$ cat src/rtl/cv32e40p_x_offload_tracker.sv
// ---------------------------------------------------------------------------
// cv32e40p_x_offload_tracker
//
// Tracks instructions offloaded over the x-interface. It issues ID-tagged
// requests, registers a commit one cycle after every issue handshake, and
// retires in-flight entries when results come back in any order, matched by
// ID. A 32-entry register scoreboard guards RAW hazards on core instructions
// and WAW hazards on offloaded instructions. The module drives the ID-stage
// stall and illegal-instruction outputs.
//
// Handshakes: a transfer happens on a cycle where valid and ready are both
// high. x_issue_valid_o depends only on inputs and state, never on
// x_issue_ready_i. Once raised it holds while its inputs hold. The result
// channel is always ready.
//
// Ports
//   clk_i, rst_ni                 clock, async active-low reset
//   x_offload_cand_i              ID-stage instruction is an offload candidate
//   x_branch_or_jump_i            branch/jump pending, hold off issue
//   id_ready_i                    ID stage advances (clears offloaded flag)
//   x_waddr_id_i                  rd of the ID-stage instruction
//   x_rs_addr_i, x_regs_used_i    source registers / used flags
//   x_issue_*                     issue request/response
//   x_commit_*                    registered commit channel
//   x_result_*                    result channel
//   x_stall_o, x_illegal_insn_o   core control
//   x_outstanding_o               number of valid table entries
//   x_result_orphan_o             result ID matched no entry
// ---------------------------------------------------------------------------
module cv32e40p_x_offload_tracker #(
  parameter int ID_WIDTH        = 4,
  parameter int MAX_OUTSTANDING = 4,
  parameter int NUM_RS          = 3,
  localparam int CNT_W          = $clog2(MAX_OUTSTANDING + 1)
) (
  input  logic                  clk_i,
  input  logic                  rst_ni,
  input  logic                  x_offload_cand_i,
  input  logic                  x_branch_or_jump_i,
  input  logic                  id_ready_i,
  input  logic [4:0]            x_waddr_id_i,
  input  logic [NUM_RS*5-1:0]   x_rs_addr_i,
  input  logic [NUM_RS-1:0]     x_regs_used_i,
  output logic                  x_issue_valid_o,
  input  logic                  x_issue_ready_i,
  output logic [ID_WIDTH-1:0]   x_issue_req_id_o,
  output logic [NUM_RS-1:0]     x_issue_req_rs_valid_o,
  input  logic                  x_issue_resp_accept_i,
  input  logic                  x_issue_resp_writeback_i,
  output logic                  x_commit_valid_o,
  output logic [ID_WIDTH-1:0]   x_commit_id_o,
  output logic                  x_commit_kill_o,
  input  logic                  x_result_valid_i,
  output logic                  x_result_ready_o,
  input  logic [ID_WIDTH-1:0]   x_result_id_i,
  input  logic [4:0]            x_result_rd_i,
  input  logic                  x_result_we_i,
  output logic                  x_stall_o,
  output logic                  x_illegal_insn_o,
  output logic [CNT_W-1:0]      x_outstanding_o,
  output logic                  x_result_orphan_o
);

  // State
  logic [31:0]                r_sb;
  logic [MAX_OUTSTANDING-1:0] r_tbl_valid;
  logic [ID_WIDTH-1:0]        r_tbl_id [MAX_OUTSTANDING];
  logic [ID_WIDTH-1:0]        r_id;
  logic [CNT_W-1:0]           r_count;
  logic                       r_offloaded;
  logic                       r_commit_valid;
  logic [ID_WIDTH-1:0]        r_commit_id;
  logic                       r_commit_kill;

  // Combinational
  logic                       w_rd_nz;
  logic                       w_waw;
  logic                       w_full;
  logic                       w_hs;
  logic                       w_alloc;
  logic                       w_raw;
  logic [4:0]                 w_rs;
  logic [MAX_OUTSTANDING-1:0] w_alloc_oh;
  logic [MAX_OUTSTANDING-1:0] w_hit_oh;
  logic                       w_alloc_found;
  logic                       w_hit_found;
  logic                       w_hit;
  logic                       w_clr_sb;

  assign w_rd_nz = |x_waddr_id_i;
  assign w_waw   = r_sb[x_waddr_id_i] & w_rd_nz;
  // Full is judged on the registered count: a slot freed by a result this
  // cycle only becomes available next cycle.
  assign w_full  = (r_count == CNT_W'(MAX_OUTSTANDING));

  assign x_issue_valid_o  = x_offload_cand_i & ~x_branch_or_jump_i & ~r_offloaded
                          & ~w_full & ~w_waw;
  assign x_issue_req_id_o = r_id;
  assign w_hs             = x_issue_valid_o & x_issue_ready_i;
  assign w_alloc          = w_hs & x_issue_resp_accept_i & x_issue_resp_writeback_i;
  assign x_illegal_insn_o = w_hs & ~x_issue_resp_accept_i;

  // Operand validity and RAW detection share one walk over the sources.
  always_comb begin
    x_issue_req_rs_valid_o = '0;
    w_raw = 1'b0;
    w_rs  = '0;
    for (int i = 0; i < NUM_RS; i++) begin
      w_rs = x_rs_addr_i[i*5 +: 5];
      x_issue_req_rs_valid_o[i] = (w_rs == 5'd0) | ~r_sb[w_rs];
      w_raw = w_raw | (x_regs_used_i[i] & r_sb[w_rs]);
    end
  end

  // Lowest free entry (one-hot) and lowest matching valid entry (one-hot).
  always_comb begin
    w_alloc_oh    = '0;
    w_hit_oh      = '0;
    w_alloc_found = 1'b0;
    w_hit_found   = 1'b0;
    for (int i = 0; i < MAX_OUTSTANDING; i++) begin
      if (!r_tbl_valid[i] && !w_alloc_found) begin
        w_alloc_oh[i] = 1'b1;
        w_alloc_found = 1'b1;
      end
      if (x_result_valid_i && r_tbl_valid[i] && (r_tbl_id[i] == x_result_id_i)
          && !w_hit_found) begin
        w_hit_oh[i] = 1'b1;
        w_hit_found = 1'b1;
      end
    end
  end

  assign w_hit             = |w_hit_oh;
  // The table holds only IDs; the destination comes back with the result.
  assign w_clr_sb          = w_hit & x_result_we_i & (|x_result_rd_i);
  assign x_result_ready_o  = 1'b1;
  assign x_result_orphan_o = x_result_valid_i & ~w_hit;

  assign x_stall_o = (x_issue_valid_o & ~x_issue_ready_i)
                   | (x_offload_cand_i & (x_branch_or_jump_i | w_full | w_waw) & ~r_offloaded)
                   | (~x_offload_cand_i & w_raw);

  assign x_commit_valid_o = r_commit_valid;
  assign x_commit_id_o    = r_commit_id;
  assign x_commit_kill_o  = r_commit_kill;
  assign x_outstanding_o  = r_count;

  always_ff @(posedge clk_i or negedge rst_ni) begin
    if (!rst_ni) begin
      r_sb           <= '0;
      r_tbl_valid    <= '0;
      for (int i = 0; i < MAX_OUTSTANDING; i++) r_tbl_id[i] <= '0;
      r_id           <= '0;
      r_count        <= '0;
      r_offloaded    <= 1'b0;
      r_commit_valid <= 1'b0;
      r_commit_id    <= '0;
      r_commit_kill  <= 1'b0;
    end else begin
      r_commit_valid <= w_hs;
      if (w_hs) begin
        r_id          <= r_id + ID_WIDTH'(1);
        r_commit_id   <= r_id;
        r_commit_kill <= ~x_issue_resp_accept_i;
      end

      // Leaving the ID stage wins over a handshake in the same cycle.
      if (id_ready_i)  r_offloaded <= 1'b0;
      else if (w_hs)   r_offloaded <= 1'b1;

      // Alloc and hit never select the same entry (free vs. valid).
      for (int i = 0; i < MAX_OUTSTANDING; i++) begin
        if (w_hit_oh[i]) r_tbl_valid[i] <= 1'b0;
        if (w_alloc && w_alloc_oh[i]) begin
          r_tbl_valid[i] <= 1'b1;
          r_tbl_id[i]    <= r_id;
        end
      end

      // WAW guard keeps the set and clear registers distinct.
      if (w_clr_sb)            r_sb[x_result_rd_i] <= 1'b0;
      if (w_alloc && w_rd_nz)  r_sb[x_waddr_id_i]  <= 1'b1;

      case ({w_alloc, w_hit})
        2'b10:   r_count <= r_count + CNT_W'(1);
        2'b01:   r_count <= r_count - CNT_W'(1);
        default: r_count <= r_count;
      endcase
    end
  end

endmodule

$ cat config.mk
export PLATFORM = sky130hd
export DESIGN_NAME = cv32e40p_x_offload_tracker
export DESIGN_NICKNAME = d
export VERILOG_FILES = /design/src/rtl/cv32e40p_x_offload_tracker.sv
export SDC_FILE = /design/constraint.sdc
export NUM_CORES = 1
export LEC_CHECK = 0
export ABC_CLOCK_PERIOD_IN_PS = 3300
export BUFFER_PORTS_ARGS = -buffer_cell sky130_fd_sc_hd__buf_4
export CAP_MARGIN = 10
export CORE_UTILIZATION = 58
export DETAILED_ROUTE_END_ITERATION = 8
export MAX_ROUTING_LAYER = met4
export PLACE_DENSITY = 0.9
export SLEW_MARGIN = 5
export SYNTH_ARGS = -nofsm -noshare
export SYNTH_HDL_FRONTEND = slang
export SYNTH_SLANG_ARGS = --single-unit
$ cat constraint.sdc
create_clock -name clk_i -period 3.3 [get_ports clk_i]
set_input_delay 0.165 -clock clk_i [delete_from_list [all_inputs] [get_ports clk_i]]
set_output_delay 0.165 -clock clk_i [all_outputs]
set_load 0.005 [all_outputs]
# Word level (Yosys, flattened, before mapping)
# Cells that the tools add are included.
word_totals:
  regBits: 66
  in_bits: 42
  wordCells: 152
classes:
  add_sub_neg: 3
  magnitude_cmp: 7
  n_eq_ne: 7
  mux: 37
  bitwise_logic: 42
  reduce_logical: 41
ops:
  columns: ["operator", "n"]
  rows:
  - ["two-way mux 32 bit", 2]
  - ["AND 32 bit", 1]
  - ["NOT 32 bit", 1]
  - ["OR 32 bit", 1]
  - ["less-than comparator 5 x 6 -> 1 bit (second input constant)", 5]
  - ["two-way mux 1 bit", 28]
  - ["logical AND 1 bit", 21]
  - ["binary-select mux 1 bit (select 5 bit)", 4]
  - ["AND 1 bit", 19]
  - ["equality test 4 bit", 4]
  - ["zero test 5 bit", 3]
  - ["nonzero test 2 bit", 6]
  - ["NOT 1 bit", 11]
  - ["demux 1 bit (select 5 bit)", 2]
  - ["greater-or-equal comparator 5 x 1 -> 1 bit (second input constant)", 2]
  - ["OR reduction 5 bit", 2]
  - ["OR 1 bit", 9]
  - ["zero test 1 bit", 8]
  - ["one-hot mux 3 bit (2 select lines)", 1]
  - ["adder 4 x 1 -> 4 bit (second input constant)", 1]
  - ["OR reduction 4 bit", 1]
  - ["adder 3 x 1 -> 3 bit (second input constant)", 1]
  - ["equality test 3 bit (second input constant)", 1]
  - ["subtractor 3 x 1 -> 3 bit (second input constant)", 1]
  - ["2 further kinds", 2]

# Logic depth before layout (Yosys ltp)
logic_depth:
  depth_word: 18
  depth_mapped: 14
  ltp_nobuf: 11

# Worst setup path after synthesis
# No wires, ideal clock.
synth_timing:
  kind: "reg-to-reg"
  startpoint: "reg r_sb[13]"
  endpoint: "reg r_count[2], in the netlist x_outstanding_o[2]"
  t_arrival_ns: 2.371
  path_slack_ns: 0.804
  stages_incl_launch_ff: 13
  path_buffers: 1
  cell_sequence: "dfrtp_1 > mux4_2 > a32oi_1 > nor2_1 > o31ai_1 > buf_2 > nand2_1 > ha_1 > inv_1 > fa_1 > xor2_1 > nor2_1 > xor2_1"
synth_between:
  elab_chain_cells: 10
synth_lines:
  columns: ["element", "line_no", "text"]
  rows:
  - ["start, declared", "65", "logic [31:0] r_sb;"]
  - ["start signal, assigned", "151", "r_sb <= '0;"]
  - ["start signal, assigned by index", "182", "if (w_clr_sb) r_sb[x_result_rd_i] <= 1'b0;"]
  - ["start signal, assigned by index", "183", "if (w_alloc && w_rd_nz) r_sb[x_waddr_id_i] <= 1'b1;"]
  - ["binary-select mux 1 bit (select 5 bit) *", "91", "assign w_waw = r_sb[x_waddr_id_i] & w_rd_nz;"]
  - ["two-way mux 1 bit (not written as such) *", "91", null]
  - ["AND 1 bit *", "91", null]
  - ["NOT 1 bit *", "97", "& ~w_full & ~w_waw;"]
  - ["AND 1 bit *", "97", null]
  - ["AND 1 bit *", "99", "assign w_hs = x_issue_valid_o & x_issue_ready_i;"]
  - ["AND 1 bit * (2 in series)", "100", "assign w_alloc = w_hs & x_issue_resp_accept_i & x_issue_resp_writeback_i;"]
  - ["equality test 2 x 1 -> 1 bit or equality test 2 bit (tied branches)", "185", "case ({w_alloc, w_hit})"]
  - ["one-hot mux 3 bit (2 select lines) or nonzero test 2 bit (tied branches)", null, null]
  - ["end signal, assigned", "186", "2'b10: r_count <= r_count + CNT_W'(1);"]
  - ["end signal, assigned", "187", "2'b01: r_count <= r_count - CNT_W'(1);"]
  - ["end signal, assigned", "188", "default: r_count <= r_count;"]
  - ["end, declared", "69", "logic [CNT_W-1:0] r_count;"]
# Mark *: on every way between the ends. The rest lies on a longest branch, timed or not. The select of a mux whose other input is x is not followed.
# A chain may end at the register's enable or synchronous reset.

# Worst setup path in the final report
layout_timing:
  startpoint: "reg r_sb[13]"
  endpoint: "out x_illegal_insn_o"
layout_between:
  elab_chain_cells: 7
layout_lines:
  columns: ["element", "line_no", "text"]
  rows:
  - ["binary-select mux 1 bit (select 5 bit)", "91", null]
  - ["two-way mux 1 bit (not written as such)", "91", null]
  - ["AND 1 bit", "91", null]
  - ["NOT 1 bit", "97", null]
  - ["AND 1 bit", "97", null]
  - ["AND 1 bit", "99", null]
  - ["AND 1 bit", "101", "assign x_illegal_insn_o = w_hs & ~x_issue_resp_accept_i;"]
  - ["end, declared", "59", "output logic x_illegal_insn_o,"]
# Every way passes these cells. The select of a mux whose other input is x is not followed.

==> PnR_summary.wiki <==
{| class="wikitable"
! Metric !! Value
|-
| Worst slack on hold paths || 0.0210 ns
|-
| Leading post-synthesis cells by cell area || sky130_fd_sc_hd__dfrtp_1, sky130_fd_sc_hd__mux4_2, sky130_fd_sc_hd__o21ai_0
|-
| Growth of design area from synthesis to finish || 18.8%
|-
| Total routed wirelength || 11600 um
|-
| Setup Fix Bufs, Post-CTS || 0
|-
| First-pass GRT wire length || 18500 um
|-
| Netlist area before placement || 0.00421 mm2
|-
| Clock root cell || sky130_fd_sc_hd__clkbuf_8
|-
| Leading cell types by count after synthesis || sky130_fd_sc_hd__dfrtp_1, sky130_fd_sc_hd__o21ai_0, sky130_fd_sc_hd__mux4_2
|-
| Top flip-flop cell by instance count after synthesis || sky130_fd_sc_hd__dfrtp_1
|-
| Synth Register Bits || 66
|-
| Number of hold buffers added after CTS || 2
|-
| Setup repair after global routing missed its margin || false
|-
| Global routing usage summed across all routing layers || 0.342
|-
| Via count || 3611
|-
| Setup crit start kind || flop
|-
| Post-Syn Nets || 422
|-
| Tcrit/Tclk final || 0.900
|-
| Number of instances in the synthesized netlist || 377
|-
| Minimum setup slack in the final design || 0.331 ns
|-
| Path type of the worst min-delay path || input pin to flop
|-
| CP max FO || 11
|-
| CP Capture Point || x_illegal_insn_o
|-
| Pre-Repair DR Iteration Count || 6
|-
| Slew headroom || 0.334
|-
| Input/output buffers || 61
|-
| Final cell count without fillers || 539
|-
| Start point of the critical path || r_sb[13]$_DFF_PN0_
|-
| Worst Path Arrival || 2.80 ns
|-
| Routability-driven placement congestion ratio || 1.00
|-
| Longest Clk Path Bufs || 2
|-
| Die Width || 87.2 um
|-
| Die height || 87.2 um
|-
| Depth of the most critical reg-to-reg path || 12
|-
| DRC violation count after routing || 0
|-
| Deepest level of the CTS H-tree || 3
|-
| Transition at the pin with the smallest max-transition slack || 0.988 ns
|-
| Dpl hpwl || 8410 um
|-
| Via count of the first global-routing pass || 3588
|-
| Final clock skew || 0.00733 ns
|-
| Layout cell share with drive strength beyond 1 || 0.307
|-
| Clock network fraction of total power || 0.312
|-
| Number of antenna violations at the first check in global routing || 0
|-
| Number of clock sinks || 66
|-
| Routed Antenna Nets || 0
|-
| Shortest clock period the worst path allows after layout || 2.97 ns
|-
| Number of I/O pins || 63
|-
| Number of buffers created by CTS || 9
|-
| Data required time at the worst endpoint || 3.13 ns
|-
| Floorplan die area || 0.00761 mm2
|-
| Total instance count after detailed placement || 521
|-
| Layout filler cell count || 486
|-
| Fin. max-slew vios || 0
|-
| Pin count of the biggest net entering global routing || 67
|-
| Final setup violation count || 0
|-
| Power dissipated by switching net loads || 0.000782 W
|-
| Average instance area after synthesis || 11.2 um2
|-
| CORE AREA || 0.00691 mm2
|-
| Wirelength per Cell || 21.6 um
|-
| Sequential element share of the synthesized area || 0.392
|-
| Leakage component of the power || 2.20 nW
|-
| Element type at the critical path end || output port
|-
| Post-Place Worst Slack || 0.532 ns
|-
| Share of flip-flops with an asynchronous set or reset || 1.00
|-
| Initial core utilization || 0.610
|-
| Clock transition at path regs || 0.07 ns
|-
| Number of enable flip-flop cells after synthesis || 0
|-
| Post-cts resize count || 0
|-
| Total negative slack for setup checks || 0 ns
|-
| Cell taking the most area after synthesis || sky130_fd_sc_hd__dfrtp_1
|-
| GRT Residual Overflow || 0
|-
| Reg2reg setup slack || 0.59 ns
|-
| Max-Cap Viols || 0
|-
| Average vias per placed instance || 6.70
|-
| Number of diodes || 0
|-
| Worst voltage drop across the vdd grid || 456 uV
|-
| Clock latency of the later-clocked register in the worst-skew pair || 0.36 ns
|-
| Final #Nets || 483
|-
| Hold Path Stages || 2
|-
| Worst flop-to-flop path startpoint || r_sb[13]$_DFF_PN0_
|-
| Final Hold Vio Count || 0
|-
| Sequential group share of total power || 0.454
|-
| Power Density || 497 mW/mm2
|-
| Cell Int Power || 0.00171 W
|-
| Net Sw Frac || 0.314
|-
| Run status || complete, no violations
|-
| Number of violations reported at the end of detailed-routing iteration 0 || 375
|-
| Yosys top cell area share || 0.392
|-
| CTS tree || done
|-
| Library cells used by synthesis || 60
|-
| Synth Warn # || 0
|-
| Total design power || 0.00249 W
|-
| Share of power burned in combinational logic || 0.234
|-
| Reg2reg end || x_outstanding_o[2]$_DFFE_PN0P_
|-
| Floorplan row count || 30
|-
| Highest Clock Rate || 337 MHz
|-
| Type of the setup path with the least slack || flop to output port
|}
## worst max-delay path, stage by stage, from the launching register on
cell and delay (ns):
sky130_fd_sc_hd__dfrtp_1 0.45, sky130_fd_sc_hd__mux4_2 0.50, sky130_fd_sc_hd__a32oi_1 0.20, sky130_fd_sc_hd__nor2_1 0.09
sky130_fd_sc_hd__o31ai_1 0.27, sky130_fd_sc_hd__buf_4 0.21, sky130_fd_sc_hd__and2_1 0.40, sky130_fd_sc_hd__nor2b_1 0.20
sky130_fd_sc_hd__buf_4 0.12
## routing by layer
layer / vias up / global-route usage / part of all wire
met5: - / - / 0
met4: 0 / 0.143 / 0.022
met3: 29 / 0.0891 / 0.083
met2: 204 / 0.538 / 0.50
met1: 1798 / 0.423 / 0.40
li1: 1580 / - / -
## power by group through the flow
stage	combinational (W)	sequential [W]	clock [W]
after global placement	0.000561	0.00113	0
after global routing	0.000637	0.00115	0.000821
after floorplan	0.000334	0.00108	0
after CTS	0.000586	0.00113	0.000779
final	0.000583	0.00113	0.000776
after detailed placement	0.000582	0.00114	0
## stage by stage
step	utilization	instance area, um2
global route	0.725	5000
floorplan	-	4210
finish	0.725	5000
CTS	0.725	5000
global placement	0.689	4760
detailed placement	0.689	4760
## sequential cells by signal (all words and copies together) (netlist names)
signal,count
r_sb,32
r_tbl_id,16
r_tbl_valid,4
x_commit_id_o,4
x_issue_req_id_o,4
x_outstanding_o,3
r_offloaded,1
x_commit_kill_o,1
x_commit_valid_o,1
## how the worst min path moves through the flow
| stage | startpoint | end | slack [ns] |
|---|---|---|---|
| final | x_issue_resp_accept_i | x_commit_kill_o$_DFFE_PN0N_ | 0.02 |
| after global routing | x_issue_resp_accept_i | x_commit_kill_o$_DFFE_PN0N_ | 0.02 |
| after CTS | x_issue_resp_accept_i | x_commit_kill_o$_DFFE_PN0N_ | 0.02 |
| after detailed placement | rst_ni | r_tbl_id[0]$_DFFE_PN0P_ | 0.31 |
| after global placement | rst_ni | r_tbl_id[0]$_DFFE_PN0P_ | 0.30 |
| after floorplan | rst_ni | r_offloaded$_DFFE_PN0P_ | -0.13 |
## layout make-up
cell class	count	area [um2]	area share
multi-input combinational	279	2440	0.487
sequential	66	1650	0.330
timing repair buffer	69	523	0.105
clock buffer	9	124	0.0248
tap	96	120	0.0240
clock inverter	7	98.8	0.0198
inverter	13	48.8	0.00975
## logic make-up after synthesis
group                    after synthesis  synth area share
AO/OA/AOI/OAI                        103             0.151
AND/OR/NAND/NOR                       86             0.130
multiplexers                          70             0.248
flip-flops                            66             0.392
buffers and inverters                 32            0.0347
XOR/XNOR                              16            0.0333
adder cells (fa/ha/maj)                3            0.0107
other                                  1          0.000890
## cells in the final DEF (no fill, tap or decap), types with 3 or more instances in the layout
cell type / count
sky130_fd_sc_hd__or3b_2: 3
sky130_fd_sc_hd__mux2_2: 17
sky130_fd_sc_hd__clkbuf_8: 9
sky130_fd_sc_hd__nand2b_1: 5
sky130_fd_sc_hd__o22ai_1: 3
sky130_fd_sc_hd__nor2_1: 13
sky130_fd_sc_hd__nor4_1: 3
sky130_fd_sc_hd__inv_1: 13
sky130_fd_sc_hd__o41ai_2: 3
sky130_fd_sc_hd__nand3b_1: 10
sky130_fd_sc_hd__o21ai_0: 66
sky130_fd_sc_hd__o221ai_1: 3
sky130_fd_sc_hd__nor2b_1: 6
sky130_fd_sc_hd__nand3_1: 11
sky130_fd_sc_hd__mux2i_1: 20
sky130_fd_sc_hd__a21oi_1: 3
sky130_fd_sc_hd__dfrtp_1: 66
sky130_fd_sc_hd__nor3_1: 3
sky130_fd_sc_hd__mux4_2: 25
sky130_fd_sc_hd__mux2_1: 8
sky130_fd_sc_hd__buf_4: 67
sky130_fd_sc_hd__xor2_1: 7
sky130_fd_sc_hd__nand2_1: 11
sky130_fd_sc_hd__xnor2_1: 9
sky130_fd_sc_hd__and3_1: 3
Note: power is estimated with default switching activity, not from simulation.
